`config.mk`:
```
export PLATFORM = sky130hd
export DESIGN_NAME = seg7_writer_flat
export DESIGN_NICKNAME = d
export VERILOG_FILES = /design/src/rtl/seg7_writer_if.sv /design/src/rtl/seg7_writer.sv /design/src/flat_wrapper.sv
export SDC_FILE = /design/constraint.sdc
export NUM_CORES = 1
export LEC_CHECK = 0
export ABC_AREA = 1
export BUFFER_PORTS_ARGS = -buffer_cell sky130_fd_sc_hd__buf_2
export CAP_MARGIN = 10
export CORE_ASPECT_RATIO = 0.8
export CORE_MARGIN = 5
export CORE_UTILIZATION = 30
export DETAILED_ROUTE_END_ITERATION = 8
export PLACE_DENSITY = 0.49
export SLEW_MARGIN = 20
export SYNTH_ARGS = -nofsm -noshare
export SYNTH_HDL_FRONTEND = slang
export SYNTH_SLANG_ARGS = --single-unit
```
`constraint.sdc`:
```
create_clock -name clk -period 4.3 [get_ports clk]
set_clock_uncertainty 0.1 [all_clocks]
set_input_delay 0.86 -clock clk [delete_from_list [all_inputs] [get_ports clk]]
set_output_delay 0.86 -clock clk [all_outputs]
set_load 0.01 [all_outputs]
```
`src/rtl/seg7_writer_if.sv`:
```
// Write-port bundle between the segment writer and its neighbours.
// The writer takes the master view. The requester and register-bank side take the slave view.
interface seg7_writer_if;
  logic        start;
  logic [23:0] value;
  logic        stall;
  logic [6:0]  data;
  logic [2:0]  addr;
  logic        sel;
  logic        busy;
  logic        done;

  modport master (
    input  start, value, stall,
    output data, addr, sel, busy, done
  );

  modport slave (
    output start, value, stall,
    input  data, addr, sel, busy, done
  );
endinterface

```
`src/rtl/seg7_writer.sv`:
```
// Captures a 24-bit hex value and writes six active-high segment patterns,
// one per cycle, to display registers 0..5. Leading-zero blanking is optional.
module seg7_writer #(
  parameter bit LZB = 1'b0
) (
  input logic           clk,
  input logic           rst,
  seg7_writer_if.master bus
);

  localparam logic [0:0] IDLE  = 1'b0;
  localparam logic [0:0] WRITE = 1'b1;

  logic [0:0]  state_reg,  state_next;
  logic [23:0] shadow_reg, shadow_next;
  logic [2:0]  cnt_reg,    cnt_next;
  logic        done_reg,   done_next;

  logic [5:0]  nz;
  logic [6:0]  pat [0:7];
  logic        busy;

  function automatic logic [6:0] hex2seg(input logic [3:0] nib);
    logic [6:0] seg;
    case (nib)
      4'h0:    seg = 7'h3F;
      4'h1:    seg = 7'h06;
      4'h2:    seg = 7'h5B;
      4'h3:    seg = 7'h4F;
      4'h4:    seg = 7'h66;
      4'h5:    seg = 7'h6D;
      4'h6:    seg = 7'h7D;
      4'h7:    seg = 7'h07;
      4'h8:    seg = 7'h7F;
      4'h9:    seg = 7'h6F;
      4'hA:    seg = 7'h77;
      4'hB:    seg = 7'h7C;
      4'hC:    seg = 7'h39;
      4'hD:    seg = 7'h5E;
      4'hE:    seg = 7'h79;
      default: seg = 7'h71;
    endcase
    return seg;
  endfunction

  // A digit is blank when it and every digit above it are zero.
  // Digit 0 is never blanked, so a zero value still shows "0".
  genvar gi;
  generate
    for (gi = 0; gi < 8; gi++) begin : g_digit
      if (gi < 6) begin : g_real
        logic [3:0] nib;
        logic       blank;
        assign nib    = shadow_reg[4*gi +: 4];
        assign nz[gi] = |nib;
        if (gi == 0) begin : g_lsd
          assign blank = 1'b0;
        end else begin : g_upper
          assign blank = LZB && !(|nz[5:gi]);
        end
        assign pat[gi] = blank ? 7'h00 : hex2seg(nib);
      end else begin : g_pad
        assign pat[gi] = 7'h00;
      end
    end
  endgenerate

  always_comb begin
    state_next  = state_reg;
    shadow_next = shadow_reg;
    cnt_next    = cnt_reg;
    done_next   = 1'b0;
    case (state_reg)
      IDLE: begin
        if (bus.start) begin
          shadow_next = bus.value;
          cnt_next    = 3'd0;
          state_next  = WRITE;
        end
      end
      default: begin
        if (!bus.stall) begin
          if (cnt_reg == 3'd5) begin
            state_next = IDLE;
            cnt_next   = 3'd0;
            done_next  = 1'b1;
          end else begin
            cnt_next = cnt_reg + 3'd1;
          end
        end
      end
    endcase
  end

  always_ff @(posedge clk or posedge rst) begin
    if (rst) begin
      state_reg  <= IDLE;
      shadow_reg <= 24'h000000;
      cnt_reg    <= 3'd0;
      done_reg   <= 1'b0;
    end else begin
      state_reg  <= state_next;
      shadow_reg <= shadow_next;
      cnt_reg    <= cnt_next;
      done_reg   <= done_next;
    end
  end

  // Stall gates the strobe combinationally so a held write never lands twice.
  assign busy     = (state_reg == WRITE);
  assign bus.busy = busy;
  assign bus.sel  = busy && !bus.stall;
  assign bus.addr = busy ? cnt_reg : 3'd0;
  assign bus.data = busy ? pat[cnt_reg] : 7'h00;
  assign bus.done = done_reg;

endmodule

```
`src/flat_wrapper.sv`:
```
// flat-port wrapper written by rule: the top's interface ports become plain ports
module seg7_writer_flat 
#(
  parameter bit LZB = 1'b0
)
  (clk, rst, bus_start, bus_value, bus_stall, bus_data, bus_addr, bus_sel, bus_busy, bus_done);
  seg7_writer_if bus_i ();
  input logic clk;
  input logic rst;
  input wire logic [$bits(bus_i.start)-1:0] bus_start;
  input wire logic [$bits(bus_i.value)-1:0] bus_value;
  input wire logic [$bits(bus_i.stall)-1:0] bus_stall;
  output wire logic [$bits(bus_i.data)-1:0] bus_data;
  output wire logic [$bits(bus_i.addr)-1:0] bus_addr;
  output wire logic [$bits(bus_i.sel)-1:0] bus_sel;
  output wire logic [$bits(bus_i.busy)-1:0] bus_busy;
  output wire logic [$bits(bus_i.done)-1:0] bus_done;
  assign bus_i.start = bus_start;
  assign bus_i.value = bus_value;
  assign bus_i.stall = bus_stall;
  assign bus_data = bus_i.data;
  assign bus_addr = bus_i.addr;
  assign bus_sel = bus_i.sel;
  assign bus_busy = bus_i.busy;
  assign bus_done = bus_i.done;
  seg7_writer #(.LZB(LZB)) u_core (.clk(clk), .rst(rst), .bus(bus_i));
endmodule
```
After elaboration in Yosys (flattened, before gate mapping)
Memory sizes are Yosys's and may differ from the RTL's.
Index checks and enable logic that the tools add are counted.
Storage, ports and cells
  bits in registers: 29
  memory bits (read-only): 672
  input port bits: 28
  output and inout port bits: 13
  logic and storage cells: 37
  memories: 6
Memory list
  (no name shown): words 16, bits a word 7, rd ports 1, clocked after Yosys merged registers in 0, wr ports 0, RTL line seg7_writer.sv:25  | case (nib)
  (no name shown): words 16, bits a word 7, rd ports 1, clocked after Yosys merged registers in 0, wr ports 0, RTL line seg7_writer.sv:25
  (no name shown): words 16, bits a word 7, rd ports 1, clocked after Yosys merged registers in 0, wr ports 0, RTL line seg7_writer.sv:25
  (no name shown): words 16, bits a word 7, rd ports 1, clocked after Yosys merged registers in 0, wr ports 0, RTL line seg7_writer.sv:25
  (no name shown): words 16, bits a word 7, rd ports 1, clocked after Yosys merged registers in 0, wr ports 0, RTL line seg7_writer.sv:25
  (no name shown): words 16, bits a word 7, rd ports 1, clocked after Yosys merged registers in 0, wr ports 0, RTL line seg7_writer.sv:25
Operators by class
  $add $sub $neg: 1
  $lt $le $gt $ge: 1
  equal/unequal tests: 2
  muxes and demuxes: 16
  bitwise gates (word level): 2
  reduce and logical (&&, ||, !) cells: 5
Operators by type and width (number)
  7-bit binary-select mux with 3-bit select: 1
  7-bit 2-to-1 mux: 3
  3-bit 2-to-1 mux: 5
  1-bit 2-to-1 mux: 7
  4-bit >= comparator (second input constant): 1
  3-bit NOT with 4-bit output: 1
  2-bit AND reduction: 2
  3-bit by 1-bit adder with 3-bit output (second input constant): 1
  3-bit == test (second input constant): 1
  2-bit inequality test (second input constant): 1
  2-bit nonzero test: 1
  1-bit logical AND: 1
  1-bit zero test: 1
  1-bit NOT: 1

Longest topological paths before layout
  depth after elaboration: 5
  mapped depth: 11
  mapped depth without buffers: 11

Least setup slack after synthesis
No wires, ideal clock.
  path kind: reg2out
  start: register u_core.shadow_reg[0]
  end: output port bus_data[1]
  data arrival time: 1.311 ns
  required time: 3.340 ns
  slack: 2.029 ns
  stages on the path, launching flop included: 8
  buffers on the path: 0
  cell sequence: dfrtp_1 -> inv_1 -> ha_1 -> nand3_1 -> o21ai_0 -> nand2_1 -> nand2_1 -> o21ai_0
Between the ends
  cells in the longest elaborated chain, start to end: 5
Ends and longest elaborated chain
  from (decl): RTL line seg7_writer.sv:15  | logic [23:0] shadow_reg, shadow_next;
  from (signal assigned): RTL line seg7_writer.sv:103  | shadow_reg <= shadow_next;
  memory 16 x 7 bit
  7-bit binary-select mux with 3-bit select: RTL line seg7_writer.sv:114  | assign bus.data = busy ? pat[cnt_reg] : 7'h00;
  7-bit 2-to-1 mux (not written as such) (2 in a row): RTL line seg7_writer.sv:114
  7-bit 2-to-1 mux: RTL line seg7_writer.sv:114
  to (decl): RTL line flat_wrapper.sv:13  | output wire logic [$bits(bus_i.data)-1:0] bus_data;
No other way between the ends. The select of a mux whose other input is x is not followed.

Worst setup path after layout
  start: register u_core.cnt_reg[0]
  end: output port bus_data[3]
Between the ends
  cells in the longest elaborated chain, start to end: 5
Ends and longest elaborated chain
  from (decl): RTL line seg7_writer.sv:16  | logic [2:0] cnt_reg, cnt_next;
  from (signal assigned): RTL line seg7_writer.sv:104  | cnt_reg <= cnt_next;
  3-bit NOT with 4-bit output (not written as such): RTL line seg7_writer.sv:114
  7-bit binary-select mux with 3-bit select: RTL line seg7_writer.sv:114
  7-bit 2-to-1 mux (not written as such) (2 in a row): RTL line seg7_writer.sv:114
  7-bit 2-to-1 mux: RTL line seg7_writer.sv:114
No other way between the ends. The select of a mux whose other input is x is not followed.

==> flow_metrics.tcl <==
set metrics [dict create \
    crit_chain "inv_4 > nor2_4 > nand3_1 > nand3_1 > nand2_1 > a21oi_2 > buf_2" \
    insertion_delay_ns 0.27 \
    crit_slowest_cell "dfrtp_1" \
    crit_arrival_ns 1.97 \
    end_kind "primary output" \
    max_freq_mhz 341 \
    critPathMaxStageDelay_ns 0.67 \
    r2r_start "u_core.bus.busy" \
    setup_viol 0 \
    tightest_slew_ns 0.924 \
    setup_ws_ns 1.37 \
    start_kind "register" \
    hold_path.class "in2async" \
    num_vias 2918 \
    antenna_found_initial 0 \
    drive_above_1_share_pct 13.0 \
    drc 0 \
    crit_fanout 11 \
    p_int_mw 1.19 \
    cts-root-buf "clkbuf_16" \
    endpoint "bus_data[3]" \
    die_area_mm2 0.0121 \
    drt_iter0_drc 179 \
    n_antenna_cell 0 \
    post-route-period-util_pct 68.2 \
    row_count 32 \
    initial_core_util_pct 30.8 \
    tns_ns 0 \
    nets 558 \
    netSwitchingPower_mw 1.38 \
    ioPinCount 41 \
    clk_pin_slew_worst_paths_ns 0.05 \
    synth.ff_latch_count 29 \
    coreArea_mm2 0.00969 \
    cts_num_sinks 29 \
    swShare_pct 53.5 \
    ctsHoldBuffers 0 \
    synth_cell_types 29 \
    yosysSeqAreaShare_pct 24.3 \
    chipHeight_um 99.2 \
    syn-num-nets 530 \
    rsz0062_at_grt "no" \
    total_power_mw 2.57 \
    synth_cells 466 \
    cp.required_ns 3.34 \
    clkPwrFrac_pct 13.6 \
    status "complete, no violations" \
    grt_pass1_wl_mm 13.5 \
    ant_nets 0 \
    hpwl_mm 6.18 \
    min_period_ns 2.93 \
    irDropWorstVdd_uv 187 \
    cts_resized 0 \
    grt_max_degree 50 \
    largest_reg_flops 24 \
    place_ws_ns 1.64 \
    wire_per_inst_um 12.9 \
    power_density_mw_per_mm2 762 \
    first_pass_iters 4 \
    port_buffers 40 \
    h-tree-depth 2 \
    critPathKind "reg2out" \
    cts_buffer_depth 2 \
    post_cts_buffers 0 \
    viasPerCell 4.63 \
    hold_ws_ns 0.562 \
    combPwrFrac_pct 61.5 \
    ff2ff_path_depth 4 \
    r2r_slack_ns 2.39 \
    critPathLaunch "u_core.cnt_reg[0]" \
    grt_pass1_vias 2735 \
    yosysWarnings 0 \
    syn_avg_cell_area_um2 6.41 \
    drv_slew 0 \
    drv_cap 0 \
    tritoncts "yes" \
    synth_area_mm2 0.00299 \
    final_core_util_pct 34.8 \
    cpMostUsedCell "nand3_1" \
    hold_viol_final 0 \
    synthToLayoutAreaGrowth_pct 13.0 \
    groute.usage.overall_pct 13.7 \
    overflow 0 \
    max-slew-margin-rel_pct 38.2 \
    wirelength_mm 8.11 \
    pwr-share-seq_pct 24.9 \
    r2r_end "u_core.cnt_reg[2]" \
    gp_congestion 0.895 \
    cts-buffers-inserted 5 \
    die-width_um 122 \
    p_leak_nw 1.80 \
]
through the flow:
stage                     area (µm²)  std cells
final                           3380        630
after global routing            3380        630
after CTS                       3380        630
after detailed placement        3230        623
after global placement          3230        623
after floorplan                 2990        466
final cells by class:
| type | count | area, µm² |
|---|---|---|
| tap | 136 | 170 |
| sequential | 29 | 726 |
| timing repair buffer | 41 | 208 |
| clock buffer | 7 | 143 |
| inverter | 49 | 186 |
| fill | 1114 | 6310 |
| multi-input combinational | 368 | 1940 |
worst min-delay path by stage:
stage / end / slack (ns) / cells past startpoint
2_1_floorplan: u_core.bus.done / 0.46 / 2
3_3_place_gp: u_core.shadow_reg[9] / 0.57 / 2
3_5_place_dp: u_core.shadow_reg[4] / 0.59 / 2
4_1_cts: u_core.shadow_reg[7] / 0.58 / 3
5_1_grt: u_core.shadow_reg[21] / 0.62 / 3
6_report: u_core.shadow_reg[7] / 0.56 / 3
Yosys cell counts (all sizes together):
| master | number | area share [%] |
|---|---|---|
| inv | 49 | 6.2 |
| nand3b | 3 | 0.75 |
| o211ai | 6 | 1.5 |
| or2 | 2 | 0.50 |
| o31ai | 2 | 0.50 |
| ha | 36 | 15 |
| dfrtp | 29 | 24 |
| a31oi | 1 | 0.21 |
| nor2 | 67 | 9.2 |
| o21ai | 25 | 4.3 |
| nor4 | 1 | 0.42 |
| a21boi | 1 | 0.25 |
| a21oi | 40 | 7.0 |
| nand3 | 49 | 8.2 |
| o22ai | 1 | 0.21 |
| nor3 | 1 | 0.17 |
| nand2 | 133 | 17 |
| clkbuf | 3 | 0.42 |
| buf | 17 | 4.1 |
worst max-delay path: cells and delay by family (launching register included):
kind,cells,cell delay [ns]
simple gates,4,0.62
buf+inv,2,0.28
flops,1,0.67
compound gates,1,0.13
cells by family after synthesis:
family                   count (synthesis)  synth area share, %
AO/OA/AOI/OAI                           76                 14.0
adder cells (fa/ha/maj)                 36                 15.1
buffers and inverters                   69                 10.7
flip-flops                              29                 24.3
AND/OR/NAND/NOR                        256                 35.9
cell usage in the layout, fill, tap and decap left out, drive strengths merged, types with 6 or more instances in the layout:
cell and count:
nor2 67, dfrtp 29, inv 49, a21oi 40, clkbuf 7, nand3 49
buf 41, o21ai 25, nand2 133, o211ai 6, ha 36
layer usage:
metal | up-vias | share of wire (%) | global-route usage, %
met5 | - | 0 | 0
met4 | 0 | 0.52 | 2.07
met3 | 6 | 5.0 | 3.18
met2 | 76 | 40 | 20.1
met1 | 1293 | 54 | 20.8
li1 | 1543 | - | -
power groups by stage:
stage,logic (mW),clock network (mW),registers (mW)
2_1_floorplan,1.35,0,0.473
3_3_place_gp,1.60,0,0.641
3_5_place_dp,1.58,0,0.637
4_1_cts,1.59,0.361,0.635
5_1_grt,1.82,0.370,0.674
6_report,1.58,0.350,0.640
Note: power is estimated with default switching activity, not from simulation.
